## src/rtl/cme341_pkg.sv

```systemverilog
// cme341_pkg: shared constants, defaults and fetch-FSM state type
// for the CME341 pipelined core.
package cme341_pkg;

  localparam int AW_DEF = 8;
  localparam int DW_DEF = 8;

  localparam logic [7:0] NOP_OPCODE = 8'h00;

  typedef enum logic [2:0] {
    FILL1,
    FILL2,
    RUN,
    FLUSH1,
    FLUSH2
  } fetch_state_t;

  // Each accepted jump kills two slots; clamp instead of wrapping.
  function automatic logic [7:0] sat_add2(input logic [7:0] c);
    return (c >= 8'hFE) ? 8'hFF : c + 8'd2;
  endfunction

endpackage

```

## src/rtl/fetch_pipe_if.sv

```systemverilog
// fetch_pipe_if: sequencer/ROM/decoder side bundle of the fetch pipe.
// master = sequencer+decoder, slave = fetch_pipe.
interface fetch_pipe_if
  import cme341_pkg::*;
#(
  parameter int AW = AW_DEF,
  parameter int DW = DW_DEF
);

  logic [AW-1:0] pm_address;
  logic [DW-1:0] pm_data;
  logic          jump_taken;
  logic          hold;
  logic [AW-1:0] address_pipe;
  logic [DW-1:0] ir;
  logic [AW-1:0] ir_address;
  logic          ir_valid;
  logic          flush_pipeline;
  logic [7:0]    flush_count;

  modport master (
    output pm_address,
    output pm_data,
    output jump_taken,
    output hold,
    input  address_pipe,
    input  ir,
    input  ir_address,
    input  ir_valid,
    input  flush_pipeline,
    input  flush_count
  );

  modport slave (
    input  pm_address,
    input  pm_data,
    input  jump_taken,
    input  hold,
    output address_pipe,
    output ir,
    output ir_address,
    output ir_valid,
    output flush_pipeline,
    output flush_count
  );

endinterface

```

## src/rtl/fetch_flush_ctrl.sv

```systemverilog
// fetch_flush_ctrl: fill/run/flush FSM plus optional killed-slot
// counter (enabled by FETCH_FLUSH_CNT_EN).
module fetch_flush_ctrl
  import cme341_pkg::*;
(
  input  logic       clk,
  input  logic       reset,
  input  logic       hold,
  input  logic       jump_taken,
  output logic       slot_valid,
  output logic       ir_valid,
  output logic       flush_pipeline,
  output logic [7:0] flush_count
);

  fetch_state_t state;
  fetch_state_t state_n;
  logic         flush_n;

  always_ff @(posedge clk) begin
    if (reset) begin
      state          <= FILL1;
      ir_valid       <= 1'b0;
      flush_pipeline <= 1'b0;
    end else if (!hold) begin
      state          <= state_n;
      ir_valid       <= slot_valid;
      flush_pipeline <= flush_n;
    end
  end

  // slot_valid says whether the word landing in ir on this edge is real.
  always_comb begin
    state_n    = state;
    slot_valid = 1'b0;
    flush_n    = 1'b0;
    unique case (state)
      FILL1: state_n = FILL2;
      FILL2: begin
        state_n    = RUN;
        slot_valid = 1'b1;
      end
      RUN: begin
        if (jump_taken) begin
          state_n = FLUSH1;
          flush_n = 1'b1;
        end else begin
          slot_valid = 1'b1;
        end
      end
      FLUSH1: begin
        state_n = FLUSH2;
        flush_n = 1'b1;
      end
      FLUSH2: begin
        state_n    = RUN;
        slot_valid = 1'b1;
      end
      default: state_n = FILL1;
    endcase
  end

`ifdef FETCH_FLUSH_CNT_EN
  logic [7:0] cnt;
  logic       jump_acc;

  assign jump_acc = (state == RUN) && jump_taken && !hold;

  always_ff @(posedge clk) begin
    if (reset) begin
      cnt <= 8'h00;
    end else if (jump_acc) begin
      cnt <= sat_add2(cnt);
    end
  end

  assign flush_count = cnt;
`else
  assign flush_count = 8'h00;
`endif

endmodule

```

## src/rtl/fetch_pipe.sv

```systemverilog
// fetch_pipe: two-stage fetch pipe pairing ROM words with their address.
// Optional flush counter: define FETCH_FLUSH_CNT_EN.
module fetch_pipe
  import cme341_pkg::*;
#(
  parameter int AW = AW_DEF,
  parameter int DW = DW_DEF
) (
  input logic         clk,
  input logic         reset,
  fetch_pipe_if.slave bus
);

  logic [AW-1:0] address_pipe;
  logic [AW-1:0] ir_address;
  logic [DW-1:0] ir;
  logic          slot_valid;
  logic          ir_valid;
  logic          flush_pipeline;
  logic [7:0]    flush_count;

  fetch_flush_ctrl u_ctrl (
    .clk            (clk),
    .reset          (reset),
    .hold           (bus.hold),
    .jump_taken     (bus.jump_taken),
    .slot_valid     (slot_valid),
    .ir_valid       (ir_valid),
    .flush_pipeline (flush_pipeline),
    .flush_count    (flush_count)
  );

  // Killed or not-yet-filled slots carry a NOP so the decoder stays idle.
  always_ff @(posedge clk) begin
    if (reset) begin
      address_pipe <= '0;
      ir_address   <= '0;
      ir           <= DW'(NOP_OPCODE);
    end else if (!bus.hold) begin
      address_pipe <= bus.pm_address;
      ir_address   <= address_pipe;
      ir           <= slot_valid ? bus.pm_data : DW'(NOP_OPCODE);
    end
  end

  assign bus.address_pipe   = address_pipe;
  assign bus.ir_address     = ir_address;
  assign bus.ir             = ir;
  assign bus.ir_valid       = ir_valid;
  assign bus.flush_pipeline = flush_pipeline;
  assign bus.flush_count    = flush_count;

endmodule

```

## src/flat_wrapper.sv

```systemverilog
// flat-port wrapper written by rule: the top's interface ports become plain ports
module fetch_pipe_flat import cme341_pkg::*;
#(
  parameter int AW = AW_DEF,
  parameter int DW = DW_DEF
)
  (clk, reset, bus_pm_address, bus_pm_data, bus_jump_taken, bus_hold, bus_address_pipe, bus_ir, bus_ir_address, bus_ir_valid, bus_flush_pipeline, bus_flush_count);
  fetch_pipe_if #(.AW(AW), .DW(DW)) bus_i ();
  input logic clk;
  input logic reset;
  input wire logic [$bits(bus_i.pm_address)-1:0] bus_pm_address;
  input wire logic [$bits(bus_i.pm_data)-1:0] bus_pm_data;
  input wire logic [$bits(bus_i.jump_taken)-1:0] bus_jump_taken;
  input wire logic [$bits(bus_i.hold)-1:0] bus_hold;
  output wire logic [$bits(bus_i.address_pipe)-1:0] bus_address_pipe;
  output wire logic [$bits(bus_i.ir)-1:0] bus_ir;
  output wire logic [$bits(bus_i.ir_address)-1:0] bus_ir_address;
  output wire logic [$bits(bus_i.ir_valid)-1:0] bus_ir_valid;
  output wire logic [$bits(bus_i.flush_pipeline)-1:0] bus_flush_pipeline;
  output wire logic [$bits(bus_i.flush_count)-1:0] bus_flush_count;
  assign bus_i.pm_address = bus_pm_address;
  assign bus_i.pm_data = bus_pm_data;
  assign bus_i.jump_taken = bus_jump_taken;
  assign bus_i.hold = bus_hold;
  assign bus_address_pipe = bus_i.address_pipe;
  assign bus_ir = bus_i.ir;
  assign bus_ir_address = bus_i.ir_address;
  assign bus_ir_valid = bus_i.ir_valid;
  assign bus_flush_pipeline = bus_i.flush_pipeline;
  assign bus_flush_count = bus_i.flush_count;
  fetch_pipe #(.AW(AW), .DW(DW)) u_core (.clk(clk), .reset(reset), .bus(bus_i));
endmodule
```

## config.mk

```make
export PLATFORM = sky130hd
export DESIGN_NAME = fetch_pipe_flat
export DESIGN_NICKNAME = d
export VERILOG_FILES = /design/src/rtl/cme341_pkg.sv /design/src/rtl/fetch_pipe_if.sv /design/src/rtl/fetch_flush_ctrl.sv /design/src/rtl/fetch_pipe.sv /design/src/flat_wrapper.sv
export SDC_FILE = /design/constraint.sdc
export NUM_CORES = 1
export LEC_CHECK = 0
export BUFFER_PORTS_ARGS = -buffer_cell sky130_fd_sc_hd__buf_2
export CORE_MARGIN = 2
export CORE_UTILIZATION = 40
export DETAILED_ROUTE_END_ITERATION = 10
export GPL_ROUTABILITY_DRIVEN = 1
export GPL_TIMING_DRIVEN = 0
export PLACE_DENSITY_LB_ADDON = 0.25
export SLEW_MARGIN = 20
export SYNTH_ARGS = -nofsm -noshare
export SYNTH_HDL_FRONTEND = slang
export SYNTH_HIERARCHICAL = 1
export SYNTH_SLANG_ARGS = --single-unit
export TNS_END_PERCENT = 30
```

## constraint.sdc

```tcl
create_clock -name clk -period 1.35 [get_ports clk]
set_input_delay 0.2025 -clock clk [delete_from_list [all_inputs] [get_ports clk]]
set_output_delay 0.2025 -clock clk [all_outputs]
set_load 0.1 [all_outputs]
```

==> qor.txt <==
outcome: finished clean
RSZ-0062 raised after global routing: no
Die Span X: 57.8 um
slowest stage delay, CP: 0.43 ns
Crit path buffers/inverters: 1
DRT antenna net count: 0
initial antenna violation count: 0
dpl hpwl: 1820 um
final wirelength: 2460 um
vias in the first global route: 912
Post-synth top cells: dfxtp_1 (29), nor2_1 (19), mux2i_1 (16)
minimum hold slack: 0.118 ns
diodes inserted: 0
CTS Buf Count: 5
Clock Path Buffers: 2
final setup TNS: 0 ns
critical path launch point type: flop
I/O pin cnt: 54
initial DRC count: 52
Skew-Pair Late Insertion Delay: 0.31 ns
synth-to-layout area growth: 33.9%
FF+latch count, synth: 29
IO Port Bufs: 45
Post-Syn Area: 0.00116 mm^2
row count: 19
Critical Path RT: 1.15 ns
area of the multi-input gates: 493 um^2
synthesized instance count: 122
crit-path cells: buf_2
Setup violations, final: 0
DR vias: 1,015
final worst-path cycle share: 96.3%
Worst Path Max Fanout: 3
Overall Global Routing Usage: 15.2%
PwrDens: 1420 mW/mm^2
global-route wire length before repair: 3850 um
largest net degree at the start of global routing: 13
Post-synth ARST share: 0%
final-report hold violation count: 0
Placeable Area: 0.00276 mm^2
most frequent cell after synthesis: dfxtp_1
drt drc: 0
Sinks on Clock Net: 29
Routed WL per cell: 11.6 um
die footprint: 0.00334 mm^2
effective utilization at floorplan: 41.9%
CP delay by family, top: buffers and inverters
Seq/Total Area, Yosys: 50.2%
htree depth: 2
leakage power: 0.774 nW
Root Buffer: clkbuf_4
GR Overflow Total: 0
total chip power: 2.19 mW
CP arrival: 1.10 ns
met3 Track Usage GR: 5.80%
M1 GR Usage: 16.1%
DP Area: 0.00145 mm^2
GRT busiest layer: met2
worst clock skew: 0.0107 ns
Period minus WS final: 1.30 ns
chip height: 57.8 um
top cell type's share of synthesized area: 50.2%
CTS tree: done
fraction of layout cells with a size suffix above 1: 37.0%
Avg Inst Size Synth: 9.48 um^2
Max IR drop VDD: 1.07 mV
YS warnings: 6
nets: 200
critical path class: flop to primary output
EDFF count, synth: 0
critical path endpoint category: primary output
Pre-antenna DRT Iters: 5
critical path's slowest cell: buf_2
Fmax: 0.769 GHz
Yosys cell types: 21
GP Congestion: 0.681
Fill cells: 264
max cap viols: 0
vias per cell: 4.79
largest cells by area after synthesis: dfxtp_1 (50%), mux2i_1 (14%), buf_4 (6.5%), nor2_1 (6.2%), a21oi_1 (5.2%)
Clock transition at path regs: 0.09 ns
dominant cell type by area after synthesis: dfxtp_1
GR Util met2: 25.8%
Hold Crit Class: primary input to flop
register area: 582 um^2
Slew Limit Fails: 0
fin area: 0.00155 mm^2
dominant synthesized flop cell: dfxtp_1
==> path summary, 6_finish.rpt <==
path | from | endpoint | slack (ns) | cells past startpoint
setup reg to reg | u_core/u_ctrl/state[0]$_SDFFE_PP0P_ | u_core/bus.ir[1]$_SDFFE_PP0N_ | 0.13 | 4
hold reg to reg | u_core/bus.ir[3]$_SDFFE_PP0N_ | u_core/bus.ir[3]$_SDFFE_PP0N_ | 0.46 | 2
hold / removal | bus_pm_address[6] | u_core/bus.address_pipe[6]$_SDFFE_PP0N_ | 0.12 | 3
setup / recovery | u_core/bus.address_pipe[1]$_SDFFE_PP0N_ | bus_address_pipe[1] | 0.05 | 1
==> registers in the layout (all words and copies together), names as in the netlist <==
signal	count
u_core/bus.address_pipe	8
u_core/u_ctrl/state	3
u_core/bus.ir_address	8
u_core/u_ctrl/flush_pipeline	1
u_core/u_ctrl/ir_valid	1
u_core/bus.ir	8
==> kinds of logic after synthesis <==
logic type                Yosys count  synth area share [%]
buffers and inverters              17                  9.52
AOI/OAI and AO/OA                  18                  8.87
xor gates and xnor gates            1                 0.758
muxes                              16                  13.9
DFF                                29                  50.2
and+or+nand+nor                    40                  16.5
other                               1                 0.324
==> layout make-up <==
class | instances | area share (%)
timing repair buffer | 45 | 15.7
inverter | 3 | 0.728
clock buffer | 7 | 3.56
clock inverter | 1 | 1.94
tap | 31 | 2.51
buffer | 13 | 6.14
multi-input combinational | 83 | 31.9
sequential | 29 | 37.6
==> placed cells by master (no fill, tap or decap), drive strengths merged <==
| master | instances |
|---|---|
| nand3b | 8 |
| dfxtp | 29 |
| a31oi | 1 |
| and2b | 1 |
| nand3 | 1 |
| buf | 50 |
| mux2i | 16 |
| a21oi | 12 |
| clkbuf | 15 |
| xor2 | 1 |
| inv | 3 |
| o21ai | 1 |
| o211ai | 2 |
| bufinv | 1 |
| o21a | 1 |
| a22o | 1 |
| nand2 | 10 |
| conb | 8 |
| nor2 | 19 |
| and2 | 1 |
==> repair_timing <==
action                     4_1_cts  5_1_grt
setup endpoints to repair        8       15
resized for setup                1        8
pin swaps                        0        0
buffers inserted                 0        0
hold buffers                     0        0
==> per-stage QoR <==
step                      setup WS [ns]  instances  util, %
final                            0.0495        212     56.1
after global routing            0.00133        212     56.1
after CTS                        0.0176        212     55.4
after detailed placement         -0.117        205     52.5
after global placement          -0.0422        205     52.5
after floorplan                  0.0253        129        -
==> metal layers <==
metal  part of all wire, %  vias up
met4                   1.6        0
met3                   8.3        4
met5                     0        -
met2                    49       49
met1                    41      457
li1                      -      505
==> power by group <==
group	switching [mW]	internal (mW)
clock	0.282	0.442
sequential	0.0240	0.893
combinational	0.434	0.119
total	0.740	1.45
Power figures use the tool's default switching activity.
